File: src/rtl/axi_lite_master_bridge.sv
// Single-outstanding AXI-Lite initiator.
// Ports: req_*/rsp_* access port, m_axil_* AXI-Lite master, busy.
module axi_lite_master_bridge #(
  parameter int         ADDR_W = 32,
  parameter int         DATA_W = 32,
  parameter logic [2:0] AXPROT = 3'b000
) (
  input  logic                axil_aclk,
  input  logic                axil_aresetn,
  input  logic                req_valid,
  output logic                req_ready,
  input  logic                req_we,
  input  logic [ADDR_W-1:0]   req_addr,
  input  logic [DATA_W-1:0]   req_wdata,
  input  logic [DATA_W/8-1:0] req_wstrb,
  output logic                rsp_valid,
  input  logic                rsp_ready,
  output logic                rsp_we,
  output logic [DATA_W-1:0]   rsp_rdata,
  output logic [1:0]          rsp_resp,
  output logic                busy,
  output logic                m_axil_awvalid,
  input  logic                m_axil_awready,
  output logic [ADDR_W-1:0]   m_axil_awaddr,
  output logic [2:0]          m_axil_awprot,
  output logic                m_axil_wvalid,
  input  logic                m_axil_wready,
  output logic [DATA_W-1:0]   m_axil_wdata,
  output logic [DATA_W/8-1:0] m_axil_wstrb,
  input  logic                m_axil_bvalid,
  output logic                m_axil_bready,
  input  logic [1:0]          m_axil_bresp,
  output logic                m_axil_arvalid,
  input  logic                m_axil_arready,
  output logic [ADDR_W-1:0]   m_axil_araddr,
  output logic [2:0]          m_axil_arprot,
  input  logic                m_axil_rvalid,
  output logic                m_axil_rready,
  input  logic [DATA_W-1:0]   m_axil_rdata,
  input  logic [1:0]          m_axil_rresp
);

  localparam int STRB_W = DATA_W / 8;

  typedef enum logic [2:0] {
    IDLE    = 3'd0,
    WR_AW_W = 3'd1,
    WR_B    = 3'd2,
    RD_AR   = 3'd3,
    RD_R    = 3'd4,
    RSP     = 3'd5
  } state_t;

  state_t              state_q, state_d;
  logic [ADDR_W-1:0]   addr_q, addr_d;
  logic [DATA_W-1:0]   wdata_q, wdata_d;
  logic [STRB_W-1:0]   wstrb_q, wstrb_d;
  logic                req_ready_d;
  logic                rsp_valid_d;
  logic                rsp_we_d;
  logic [DATA_W-1:0]   rsp_rdata_d;
  logic [1:0]          rsp_resp_d;
  logic                busy_d;
  logic                awvalid_d;
  logic                wvalid_d;
  logic                bready_d;
  logic                arvalid_d;
  logic                rready_d;

  assign m_axil_awaddr = addr_q;
  assign m_axil_araddr = addr_q;
  assign m_axil_wdata  = wdata_q;
  assign m_axil_wstrb  = wstrb_q;
  assign m_axil_awprot = AXPROT;
  assign m_axil_arprot = AXPROT;

  always_comb begin
    state_d     = state_q;
    addr_d      = addr_q;
    wdata_d     = wdata_q;
    wstrb_d     = wstrb_q;
    req_ready_d = req_ready;
    rsp_valid_d = rsp_valid;
    rsp_we_d    = rsp_we;
    rsp_rdata_d = rsp_rdata;
    rsp_resp_d  = rsp_resp;
    busy_d      = busy;
    awvalid_d   = m_axil_awvalid;
    wvalid_d    = m_axil_wvalid;
    bready_d    = m_axil_bready;
    arvalid_d   = m_axil_arvalid;
    rready_d    = m_axil_rready;
    unique case (state_q)
      IDLE: begin
        if (req_valid && req_ready) begin
          req_ready_d = 1'b0;
          busy_d      = 1'b1;
          addr_d      = req_addr;
          wdata_d     = req_wdata;
          wstrb_d     = req_wstrb;
          if (req_we) begin
            state_d   = WR_AW_W;
            awvalid_d = 1'b1;
            wvalid_d  = 1'b1;
          end else begin
            state_d   = RD_AR;
            arvalid_d = 1'b1;
          end
        end
      end
      WR_AW_W: begin
        // AW and W retire independently, in any order
        awvalid_d = m_axil_awvalid && !m_axil_awready;
        wvalid_d  = m_axil_wvalid && !m_axil_wready;
        if (!awvalid_d && !wvalid_d) begin
          state_d  = WR_B;
          bready_d = 1'b1;
        end
      end
      WR_B: begin
        if (m_axil_bvalid && m_axil_bready) begin
          state_d     = RSP;
          bready_d    = 1'b0;
          rsp_valid_d = 1'b1;
          rsp_we_d    = 1'b1;
          rsp_rdata_d = '0;
          rsp_resp_d  = m_axil_bresp;
        end
      end
      RD_AR: begin
        if (m_axil_arvalid && m_axil_arready) begin
          state_d   = RD_R;
          arvalid_d = 1'b0;
          rready_d  = 1'b1;
        end
      end
      RD_R: begin
        if (m_axil_rvalid && m_axil_rready) begin
          state_d     = RSP;
          rready_d    = 1'b0;
          rsp_valid_d = 1'b1;
          rsp_we_d    = 1'b0;
          rsp_rdata_d = m_axil_rdata;
          rsp_resp_d  = m_axil_rresp;
        end
      end
      RSP: begin
        // req_ready returns only after the consuming edge
        if (rsp_valid && rsp_ready) begin
          state_d     = IDLE;
          rsp_valid_d = 1'b0;
          req_ready_d = 1'b1;
          busy_d      = 1'b0;
        end
      end
      default: begin
        state_d     = IDLE;
        addr_d      = '0;
        wdata_d     = '0;
        wstrb_d     = '0;
        req_ready_d = 1'b1;
        rsp_valid_d = 1'b0;
        rsp_we_d    = 1'b0;
        rsp_rdata_d = '0;
        rsp_resp_d  = '0;
        busy_d      = 1'b0;
        awvalid_d   = 1'b0;
        wvalid_d    = 1'b0;
        bready_d    = 1'b0;
        arvalid_d   = 1'b0;
        rready_d    = 1'b0;
      end
    endcase
  end

  always_ff @(posedge axil_aclk or negedge axil_aresetn) begin
    if (!axil_aresetn) begin
      state_q        <= IDLE;
      addr_q         <= '0;
      wdata_q        <= '0;
      wstrb_q        <= '0;
      req_ready      <= 1'b1;
      rsp_valid      <= 1'b0;
      rsp_we         <= 1'b0;
      rsp_rdata      <= '0;
      rsp_resp       <= '0;
      busy           <= 1'b0;
      m_axil_awvalid <= 1'b0;
      m_axil_wvalid  <= 1'b0;
      m_axil_bready  <= 1'b0;
      m_axil_arvalid <= 1'b0;
      m_axil_rready  <= 1'b0;
    end else begin
      state_q        <= state_d;
      addr_q         <= addr_d;
      wdata_q        <= wdata_d;
      wstrb_q        <= wstrb_d;
      req_ready      <= req_ready_d;
      rsp_valid      <= rsp_valid_d;
      rsp_we         <= rsp_we_d;
      rsp_rdata      <= rsp_rdata_d;
      rsp_resp       <= rsp_resp_d;
      busy           <= busy_d;
      m_axil_awvalid <= awvalid_d;
      m_axil_wvalid  <= wvalid_d;
      m_axil_bready  <= bready_d;
      m_axil_arvalid <= arvalid_d;
      m_axil_rready  <= rready_d;
    end
  end

endmodule
File: config.mk
export PLATFORM = sky130hd
export DESIGN_NAME = axi_lite_master_bridge
export DESIGN_NICKNAME = d
export VERILOG_FILES = /design/src/rtl/axi_lite_master_bridge.sv
export SDC_FILE = /design/constraint.sdc
export NUM_CORES = 1
export LEC_CHECK = 0
export CORE_MARGIN = 10
export CORE_UTILIZATION = 63
export CTS_CLUSTER_DIAMETER = 120
export DETAILED_ROUTE_END_ITERATION = 10
export DONT_BUFFER_PORTS = 1
export PLACE_DENSITY = 0.9
export SLEW_MARGIN = 25
export SYNTH_ARGS = -nofsm -noshare
export SYNTH_HDL_FRONTEND = slang
export SYNTH_SLANG_ARGS = --single-unit
File: constraint.sdc
create_clock -name axil_aclk -period 2.42 [get_ports axil_aclk]
set_input_delay 0.484 -clock axil_aclk [delete_from_list [all_inputs] [get_ports axil_aclk]]
set_output_delay 0.484 -clock axil_aclk [all_outputs]
set_load 0.01 [all_outputs]
Yosys cells after proc, flatten, opt, wreduce, memory -nomap -nowiden:

Index checks and enable logic that the tools add are counted.

* output and inout port bits: 149
* bits in registers: 114
* input port bits: 114
* word-level logic and storage cells: 110

* bitwise operators: 8
* equality and inequality tests: 13
* multiplexer cells: 44
* reductions and logical operators: 30

Operators with widths (count)
* $mux W32: 4
* $pmux W32 S2: 2
* $pmux W32 S3: 1
* $pmux W1 S3: 8
* $reduce_or A4 Y1: 6
* $mux W3: 6
* $pmux W3 S6: 1
* $ne A2 B2 Y1 const B: 8
* $mux W1: 15
* $reduce_and A3 Y1: 5
* $logic_and A1 B1 Y1: 8
* $not A1 Y1: 8
* $pmux W4 S2: 1
* $reduce_and A4 Y1: 2
* $eq A3 B2 Y1 const B: 2
* $eq A3 B3 Y1 const B: 2
* $mux W2: 3
* $pmux W2 S3: 1
* $reduce_and A6 Y1: 1
* $reduce_or A5 Y1: 1
* $logic_not A1 Y1: 4
* $mux W4: 1
* $pmux W1 S4: 1
* $eq A3 B1 Y1 const B: 1
* 3 further kinds: 3

Longest topological paths before layout:

* depth after elaboration: 6
* mapped depth: 8
* depth with buffers taken out: 4

Worst setup path before layout:

OpenSTA, ideal clock, no wires.

* path type: register to register
* from: register state_q[0]
* to: register rsp_resp[0]
* data arrival time: 1609 ps
* period minus slack after synthesis: 1737 ps
* library setup time: 128 ps
* setup slack: 683 ps
* cell stages (with the launch flop): 7
* data required time: 2292 ps
* buffers on the path: 2
* path through: dfrtp_1 > buf_6 > nor3b_4 > a21boi_2 > nand2b_1 > buf_6 > mux2_1

* cells in the longest elaborated chain, start to end: 4
* elaborated cells on any way between the ends: 12
* classes of those cells: eq/ne: 7; mux: 1; bitwise: 1; reduce/logical: 3

RTL lines
* start, declared: RTL line 54 `state_t state_q, state_d;`
* start signal, assigned: RTL line 194 `state_q <= state_d;`
* $eq A3 B3 Y1 (tied with other cells): RTL line 93 `unique case (state_q)`
* $reduce_or A4 Y1 (no line)
* $not A1 Y1 (no line)
* $reduce_and A3 Y1 (no line)
* end signal, assigned: RTL line 202 `rsp_resp <= rsp_resp_d;`
* end, declared: RTL line 20 `output logic [1:0] rsp_resp,`

Parallel ways exist; a longest one is shown, timed or not.
A chain may end at the register's enable or synchronous reset.

Worst setup path after layout:

* from: register state_q[1]
* to: register wdata_q[2] (netlist: m_axil_wdata[2])

* cells in the longest elaborated chain, start to end: 4
* elaborated cells on any way between the ends: 11
* classes of those cells: eq/ne: 6; mux: 1; bitwise: 1; reduce/logical: 3

RTL lines
* $eq A3 B3 Y1 (tied with other cells): RTL line 93
* $reduce_or A5 Y1 (no line)
* $not A1 Y1 (no line)
* $reduce_and A2 Y1 (no line)
* end signal, assigned: RTL line 196 `wdata_q <= wdata_d;`
* end, declared: RTL line 56 `logic [DATA_W-1:0] wdata_q, wdata_d;`

Parallel ways exist; a longest one is shown, timed or not.

==> impl_results.md <==
- Outcome: complete, but fails checks
- Failing checks: hold timing
- Final hold slack: -306.8 ps
- Warnings, synthesis: 0
- Die Width: 111.0 um
- Via count: 3546
- EDFF count, synth: 0
- Crit-path max FO: 86
- CP Launch Type: flop
- Worst-Skew Late Latency: 490 ps
- R2R setup slack: 430 ps
- Initial antenna violation count: 0
- Crit path kind: reg -> reg
- Seq pwr share: 0.441
- Share of cells above drive strength 1: 0.08475
- Slew margin rel.: 0.5349
- Critical path data arrival time: 2340 ps
- Ant diodes: 0
- Area of the multi-input gates: 1772 um^2
- Gr ovfl total: 0
- Register area share after synthesis: 0.5466
- Sw Pwr: 3.191 mW
- Synth async-reset ratio: 1.000
- RSZ-0062 raised after global routing: no
- Vias in the first global route: 3679
- Most used DFF post-synth: dfrtp_1
- Core area: 8134 um^2
- Peak supply drop: 0.7296 mV
- Post-DR vias/cell: 5.575
- Fin Setup TNS: 0 ps
- Worst-margin pin slew: 697.7 ps
- Crit path time final: 1995 ps
- Final period utilization: 0.8242
- Post-Route WL: 13.05 mm
- Pwr per Cell Area: 1449 nW/um^2
- Syn Area/Cell: 9.357 um^2
- Data required, critical path: 2760 ps
- Fmax: 501.4 MHz
- CTS tree: built
- Clock buffer depth: 2
- Initial core utilization: 0.6419
- Commonest non-fill, non-tap cell in the layout: nand2_1
- Lkg Pwr: 2.649 nW
- Worst clock skew: 10.11 ps
- Drt first-iter violations: 397
- Clk sinks: 114
- Clock-pin slew of the registers on the worst-case setup and hold paths: 60 ps
- Depth of the CTS H-tree: 4
- Top-Level Pins: 263
- Row cnt: 33
- Num CTS Buffers: 17
- Filler cells: 619
- RePlAce Congestion: 0.8472
- Worst Reg2Reg Path Length in Cells: 5
- Fin. max-slew vios: 0
- # port buffers: 0
- Netlist cell types: 41
- Crit end category: flop
- DRT Pass-1 Iters: 5
- DR DRC count: 0
- ANT nets after route: 0
- Most frequent cells in the layout: 173 x nand2_1, 113 x dfrtp_1, 69 x o21ai_1, 38 x inv_1, 32 x mux2i_1
- Final setup fails: 0
- Post_cts resized: 0
- Worst min-delay path category: in -> async
- Total die area: 12330 um^2
- MaxCap Viol Count: 0
- First-pass GRT wire length: 20.62 mm
- Clock share of power: 0.288
- Switching share of power: 0.3985
- Chip height: 111.0 um
- Sequential cell area: 2854 um^2
- Mapped Area: 5221 um^2
- Worst reg2reg startpoint: state_q[1]
- R2R Path End: m_axil_wdata[2]
- Global Route Usage Sum: 0.2062
- Internal power: 4.816 mW
- Final net count: 632
- HPWL after DPL: 9.959 mm
- Largest net degree at the start of global routing: 115
- #FFs+latches synth: 114
- Combinational power share: 0.271
- Clock root cell: clkbuf_8
- Setup bufs post-CTS: 0
- WL/cell: 20.51 um
- Hold Violations, Final: 114
- Synth Instances: 558
- P&R area growth vs syn: 5.799%
final cells by class:
type / instances / area share
sequential: 114 / 0.5166
timing repair buffer: 7 / 0.01178
clock inverter: 13 / 0.02492
inverter: 38 / 0.02582
clock buffer: 19 / 0.07633
tap: 105 / 0.02378
multi-input combinational: 340 / 0.3207
per-layer routing:
metal / wire (um) / GRT usage / up-vias
met4: 65 / 0.05656 / 0
met3: 1869 / 0.1190 / 6
met5: 0 / 0 / -
met2: 6455 / 0.3345 / 213
met1: 4654 / 0.2261 / 1651
li1: - / - / 1676
cell families (layout without fill, tap and decap cells):
group	count (synthesis)	in the layout	synth area share
AOI/OAI and AO/OA	109	109	0.1210
muxes	35	35	0.06782
other	1	6	0.0007182
and+or+nand+nor	190	190	0.1440
buffers and inverters	109	77	0.1198
DFF	114	114	0.5466
flip-flops by register name, indices dropped and copies added (netlist names):
register	flops
state_q	3
m_axil_wvalid	1
m_axil_awvalid	1
rsp_rdata	32
m_axil_arvalid	1
m_axil_araddr	32
req_ready	1
rsp_valid	1
rsp_we	1
m_axil_bready	1
m_axil_wstrb	4
busy	1
m_axil_wdata	32
m_axil_rready	1
rsp_resp	2
power by group through the flow:
stage	Sequential (mW)	Combinational (mW)	Clock, mW
final	3.53	2.17	2.30
after global routing	3.63	2.50	2.44
after CTS	3.56	2.21	2.34
after detailed placement	3.57	2.22	0
after global placement	3.55	2.08	0
after floorplan	3.15	2.40	0
stage by stage:
stage / util / power, mW / cells / cell area [um^2] / setup WS (ps)
finish: 0.6791 / 8.007 / 636 / 5524 / 425.5
global route: 0.6791 / 8.580 / 636 / 5524 / 246.0
CTS: 0.6791 / 8.109 / 636 / 5524 / 435.7
detailed placement: 0.6104 / 5.792 / 604 / 4965 / 431.1
global placement: 0.6104 / 5.628 / 604 / 4965 / 513.3
floorplan: - / 5.554 / 563 / 5240 / 683.2
worst max-delay path by stage:
stage / start / endpoint / slack, ps / depth (start not counted)
CTS: state_q[1] / m_axil_araddr[4] / 440 / 5
detailed placement: state_q[1] / m_axil_wdata[2] / 430 / 5
global route: state_q[1] / m_axil_araddr[6] / 250 / 5
finish: state_q[1] / m_axil_wdata[2] / 430 / 5
global placement: state_q[1] / m_axil_wdata[7] / 510 / 5
floorplan: state_q[0] / rsp_resp[0] / 680 / 6
critical path: stages, from the launching register on:
cell and delay, ps:
dfrtp_1 540, or2_1 360, o31a_2 350, buf_4 340
nand2_1 170, o21ai_1 80
cells in the mapped netlist (2+ instances only):
| library cell | count | area share |
|---|---|---|
| buf_6 | 2 | 0.0043 |
| a21oi_1 | 9 | 0.0086 |
| a221oi_1 | 2 | 0.0034 |
| a22o_1 | 4 | 0.0067 |
| nand2b_1 | 2 | 0.0024 |
| a21boi_0 | 2 | 0.0029 |
| o31ai_1 | 2 | 0.0029 |
| nand2_1 | 173 | 0.12 |
| mux2_1 | 3 | 0.0065 |
| buf_2 | 8 | 0.0077 |
| o21ai_1 | 69 | 0.066 |
| clkbuf_1 | 20 | 0.014 |
| buf_12 | 3 | 0.012 |
| a31oi_1 | 2 | 0.0024 |
| nor2_1 | 7 | 0.0050 |
| dfrtp_1 | 113 | 0.54 |
| nor2b_1 | 2 | 0.0024 |
| o22ai_1 | 5 | 0.0060 |
| buf_4 | 38 | 0.055 |
| o21ai_0 | 3 | 0.0029 |
| mux2i_1 | 32 | 0.061 |
| inv_1 | 38 | 0.027 |
(Power assumes the default switching activity.)
